<file path="config.mk">
export PLATFORM = sky130hd
export DESIGN_NAME = shifter_ctrl
export DESIGN_NICKNAME = d
export VERILOG_FILES = /design/src/rtl/shifter_ctrl.sv
export SDC_FILE = /design/constraint.sdc
export NUM_CORES = 1
export LEC_CHECK = 0
export CAP_MARGIN = 5
export CORE_MARGIN = 2
export CORE_UTILIZATION = 54
export CTS_CLUSTER_SIZE = 40
export DETAILED_ROUTE_END_ITERATION = 16
export GPL_ROUTABILITY_DRIVEN = 0
export PLACE_DENSITY = 0.81
export SLEW_MARGIN = 20
export SYNTH_ARGS = -nofsm -noshare
export SYNTH_HDL_FRONTEND = slang
export SYNTH_SLANG_ARGS = --single-unit
</file>
<file path="constraint.sdc">
create_clock -name clk -period 1.36 [get_ports clk]
set_input_delay 0.204 -clock clk [delete_from_list [all_inputs] [get_ports clk]]
set_output_delay 0.204 -clock clk [all_outputs]
set_load 0.05 [all_outputs]
</file>
<file path="src/rtl/shifter_ctrl.sv">
// Button front-end and start/direction controller for the 4-bit running-light shifter.
// Synchronizes and debounces two buttons, sequences the shifter start pulse and owns the direction flag.
module shifter_ctrl #(
    parameter int DEB_CYCLES  = 4,
    parameter int RST_HOLD    = 2,
    parameter int AUTO_PERIOD = 8
) (
    input  logic clk,
    input  logic rst,
    input  logic btn_start,
    input  logic btn_dir,
    input  logic auto_rev,
    output logic shifter_rst,
    output logic flag,
    output logic running
);

    localparam int DW = $clog2(DEB_CYCLES) + 1;
    localparam int HW = $clog2(RST_HOLD) + 1;
    localparam int AW = $clog2(AUTO_PERIOD) + 1;

    localparam logic [DW-1:0] DEB_MAX  = DW'(DEB_CYCLES - 1);
    localparam logic [HW-1:0] HOLD_MAX = HW'(RST_HOLD - 1);
    localparam logic [AW-1:0] AUTO_MAX = AW'(AUTO_PERIOD - 1);

    typedef enum logic [1:0] {
        IDLE = 2'd0,
        INIT = 2'd1,
        RUN  = 2'd2
    } state_t;

    // Index 0 is the start button, index 1 the direction button.
    logic [1:0]    sync1_q, sync2_q, stable_q, stable_d, stable_dly_q;
    logic [DW-1:0] deb_cnt_q [2];
    logic [DW-1:0] deb_cnt_d [2];
    logic [1:0]    press;

    state_t        state_q, state_d;
    logic [HW-1:0] hold_q, hold_d;
    logic [AW-1:0] auto_q, auto_d;
    logic          flag_q, flag_d;
    logic          shifter_rst_q, shifter_rst_d;
    logic          running_q, running_d;
    logic          start_press, dir_press, auto_expire;

    always_comb begin
        for (int i = 0; i < 2; i++) begin
            stable_d[i]  = stable_q[i];
            deb_cnt_d[i] = '0;
            if (sync2_q[i] != stable_q[i]) begin
                if (deb_cnt_q[i] == DEB_MAX) begin
                    stable_d[i] = sync2_q[i];
                end else begin
                    deb_cnt_d[i] = deb_cnt_q[i] + 1'b1;
                end
            end
        end
    end

    assign press       = stable_q & ~stable_dly_q;
    assign start_press = press[0];
    assign dir_press   = press[1];

    always_comb begin
        state_d = state_q;
        hold_d  = hold_q;
        case (state_q)
            IDLE: begin
                if (start_press) begin
                    state_d = INIT;
                    hold_d  = '0;
                end
            end
            INIT: begin
                if (hold_q == HOLD_MAX) begin
                    state_d = RUN;
                    hold_d  = '0;
                end else begin
                    hold_d = hold_q + 1'b1;
                end
            end
            RUN: begin
                if (start_press) begin
                    state_d = INIT;
                    hold_d  = '0;
                end
            end
            default: begin
                state_d = IDLE;
                hold_d  = '0;
            end
        endcase
    end

    // A manual press and an auto expiry in the same cycle toggle the flag only once.
    always_comb begin
        auto_expire = (state_q == RUN) && auto_rev && (auto_q == AUTO_MAX);
        flag_d      = flag_q ^ (dir_press | auto_expire);
        auto_d      = '0;
        if ((state_q == RUN) && auto_rev && !dir_press && !auto_expire) begin
            auto_d = auto_q + 1'b1;
        end
        shifter_rst_d = (state_d == INIT);
        running_d     = (state_d == RUN);
    end

    always_ff @(posedge clk or negedge rst) begin
        if (!rst) begin
            sync1_q       <= '0;
            sync2_q       <= '0;
            stable_q      <= '0;
            stable_dly_q  <= '0;
            deb_cnt_q[0]  <= '0;
            deb_cnt_q[1]  <= '0;
            state_q       <= IDLE;
            hold_q        <= '0;
            auto_q        <= '0;
            flag_q        <= 1'b0;
            shifter_rst_q <= 1'b0;
            running_q     <= 1'b0;
        end else begin
            sync1_q       <= {btn_dir, btn_start};
            sync2_q       <= sync1_q;
            stable_q      <= stable_d;
            stable_dly_q  <= stable_q;
            deb_cnt_q[0]  <= deb_cnt_d[0];
            deb_cnt_q[1]  <= deb_cnt_d[1];
            state_q       <= state_d;
            hold_q        <= hold_d;
            auto_q        <= auto_d;
            flag_q        <= flag_d;
            shifter_rst_q <= shifter_rst_d;
            running_q     <= running_d;
        end
    end

    assign shifter_rst = shifter_rst_q;
    assign flag        = flag_q;
    assign running     = running_q;

endmodule

</file>
* Word-level counts from Yosys, hierarchy flattened
Index checks and enable logic that the tools add are counted. Widths: inputs -> output; s select.
Cells by class: multiplexer cells 11, eq/ne operators 11, reductions and logical operators 10, $add $sub $neg 4, bitwise gates (word level) 4
Operator list (number):
- $mux 3 | 4
- $mux 2 | 4
- $pmux 2 s2 | 2
- $add 3x1->3 const B | 2
- $eq 2x1->1 const B | 3
- $eq 3x2->1 const B | 2
- $add 4x1->4 const B | 1
- $eq 2x2->1 const B | 2
- $eq 4x3->1 const B | 1
- $logic_and 1x1->1 | 4
- $mux 4 | 1
- $reduce_and 2->1 | 2
- $add 2x1->2 const B | 1
- $and 2x2->2 | 1
- $logic_not 1->1 | 2
- $logic_not 2->1 | 1
- $ne 1x1->1 | 2
- $ne 2x1->1 const B | 1
- $not 2->2 | 1
- $reduce_or 2->1 | 1
- $or 1x1->1 | 1
- $xor 1x1->1 | 1
Storage, ports and cells: register bits after elaboration 25, output and inout port bits 3, input port bits 5

* Depth between registers and ports, before layout
depth in word-level cells 6, gate-level depth with buffers 4, depth with buffers taken out 4

* Worst setup path before layout
OpenSTA, ideal clock, no wires.
path type flip-flop to flip-flop, from register deb_cnt_q[0] (netlist bit), to register stable_q[1], required time 1232 ps, arrival time 998 ps, slack 235 ps, setup time 128 ps, stages on the path, launching flop included 4, path through dfrtp_1 > ha_1 > nor2b_1 > mux2_1
On the way: word-level cells in the longest chain between the ends 2
Ends and longest elaborated chain:
- start, declared | line 34 | logic [DW-1:0] deb_cnt_q [2];
- $eq 3x2->1 | line 51 | if (deb_cnt_q[i] == DEB_MAX) begin
- $reduce_and 2->1 (no line)
- end signal, assigned | line 124 | stable_q <= stable_d;
- end, declared | line 33 | logic [1:0] sync1_q, sync2_q, stable_q, stable_d, stable_dly_q;
Every way passes these cells. A chain may end at the register's enable or synchronous reset.

* Worst setup path after layout
Same ends and word-level chain as after synthesis.

==> metrics <==
total nets after synthesis=77; clock buffers created by TritonCTS=3; HPWL Detailed=946 µm; floorplan die height=45.9 µm; hold-fix buffers at CTS=0; run status=completed; power per cell area=2020 mW/mm²; via count=536; timing-limited maximum frequency=820 MHz; global routing usage on met3=0.0238; Inserted Diodes=0; die area=0.00210 mm²; final count of hold timing violations=0; post-layout min period=1220 ps; leading cell types in the layout, fill and taps excluded=dfrtp_1, nor2_1, inv_1, clkdlybuf4s50_1; flops & latches, synth=25; DRC violations left=0; number of maximum-capacitance violations=0; grt total ovfl=0; slew at the pin closest to its max-slew limit=306 ps; DRC marker count from the first detailed-route iteration=3; first-pass iteration count of the detailed router=2; Initial Utilization=0.561; buffers added on ports=7; setup slack of the worst register-to-register path=140 ps; data required time of the critical path=1570 ps; count of cell types in the netlist=23; Wirelength per Cell=12.6 µm; number of clock sinks=25; final slew viol count=0; Boundary Pins=8; summed instance area of the synthesized netlist=947 µm²; data arrival at the endpoint of the critical path=1430 ps; critical path capture point type=flop; post-CTS setup buffers=0; total of warnings raised by yosys=0; Worst R2R Start=deb_cnt_q[0]; x dimension of the die=45.9 µm; post-route clock period utilization=0.897; final antenna-violating net count=0; met1 Track Usage GR=0.168; overall power of the completed layout=0.00223 W; grt met2 use=0.247; Post-CTS Resized=0; worst-case clock skew=4.29 ps; worst setup path class=reg -> reg; number of cells produced by synthesis=69; share of final-layout standard cells stronger than drive strength 1=0.136; worst-case clock buffer depth=2; Clk pin slew, worst setup/hold paths=130 ps; Final #Nets=90; Core Box Area=0.00169 mm²; cell count after placement=94; number of setup violations in the final report=0; most crowded layer after global routing=met2; post-synthesis sequential area ratio=0.661; Max VDD drop=1.35 mV; Slew Limit Headroom=0.796; number of global-route vias before repair=540; RSZ-0062 raised after global routing=false; endpoint of the worst register-to-register path=stable_q[1]; WL final=1230 µm; Post-Synthesis Mean Instance Area=13.7 µm²; Total Negative Setup Slacks=0 ps; number of levels the H-tree was split into=1; count of cells along the worst register-to-register path=3; Layout Area Growth over Synthesis=16.8%; kind of launch point of the worst setup path=flop; number of cell rows=15; largest net degree at the start of global routing=26; clock root buffer=clkbuf_4; leading cell type in the layout, fill and taps excluded=dfrtp_1; class of the most critical hold timing path=in -> async; Leakage=0.530 nW; Tot GR Track Use=0.145; clock latency at the later pin of the worst-skew pair=310 ps; fin cells=98; detailed-route vias per instance=5.47; critical-path maximum fanout=3; first-pass GRT wire length=2110 µm; TritonCTS clock tree=built; number of antenna violations at the first check in global routing=0
[kinds of logic (layout without fill, tap and decap cells)]
family / count (synthesis) / in the layout / share of synthesized area
AOI/OAI and AO/OA: 7 / 7 / 0.0661
and+or+nand+nor: 23 / 23 / 0.148
adders and majority gates: 3 / 3 / 0.0396
buffers and inverters: 4 / 16 / 0.0158
muxes: 2 / 2 / 0.0238
DFF: 25 / 25 / 0.661
xor gates and xnor gates: 5 / 5 / 0.0462
[per-layer routing]
layer  share of wire  wire length (µm)
met5               0                 0
met2            0.54               661
met4          0.0097                12
met1            0.42               520
met3           0.030                37
[synth_stat cells, drive strengths merged]
cell type | instances | area [µm²]
dfrtp | 25 | 626
nor2 | 6 | 22.5
inv | 4 | 15.0
ha | 3 | 37.5
nand2b | 3 | 26.3
nor2b | 3 | 18.8
nor3b | 3 | 22.5
xor2 | 3 | 26.3
mux2 | 2 | 22.5
nand3 | 2 | 10.0
nor3 | 2 | 10.0
o2bb2ai | 2 | 17.5
o32ai | 2 | 17.5
xnor2 | 2 | 17.5
a21o | 1 | 7.51
and2b | 1 | 7.51
and3 | 1 | 6.26
and3b | 1 | 8.76
nand3b | 1 | 7.51
o21a | 1 | 7.51
o31ai | 1 | 12.5
[final cells by class]
type	count	area (µm²)
fillers	131	583
clock inverters	1	7.51
flip-flops and latches	25	626
multi-input cells	40	307
well taps	17	21.3
clock buffers	3	22.5
inverters	4	15.0
repair buffers	8	108
[sequential cells by signal, summed over array words and instances (netlist names)]
signal        flops
flag              1
deb_cnt_q         6
running           1
stable_dly_q      2
sync2_q           2
hold_q            2
stable_q          2
state_q           2
auto_q            4
sync1_q           2
shifter_rst       1
[where the power goes]
part,total (W),switching (W),internal (W)
sequential,0.00110,0.000150,0.000947
combinational,0.000806,0.000402,0.000404
clock,0.000327,0.000214,0.000112
total,0.00223,0.000766,0.00146
[through the flow]
stage | instance area [µm²] | worst slack (ps) | hold slack, ps | util
2_1_floorplan | 947 | 235 | -91.6 | -
3_3_place_gp | 1080 | 161 | 336 | 0.637
3_5_place_dp | 1080 | 121 | 336 | 0.637
4_1_cts | 1110 | 131 | 241 | 0.655
5_1_grt | 1110 | 35.2 | 240 | 0.655
6_report | 1110 | 141 | 237 | 0.655
[critical path, cell delays in order (launching register included)]
cell and delay [ps]:
dfrtp_1 370, ha_1 160, nor2b_1 240, mux2_1 340
[how the worst max path moves through the flow]
stage / startpoint / end / slack (ps) / depth (start not counted)
after global routing: deb_cnt_q[0] / stable_q[1] / 40 / 3
after CTS: deb_cnt_q[0] / stable_q[1] / 130 / 3
after global placement: auto_rev / flag / 160 / 4
after detailed placement: auto_rev / flag / 120 / 4
final: deb_cnt_q[0] / stable_q[1] / 140 / 3
after floorplan: deb_cnt_q[0] / stable_q[1] / 230 / 3
No activity file was read; power rests on OpenSTA's default activity.
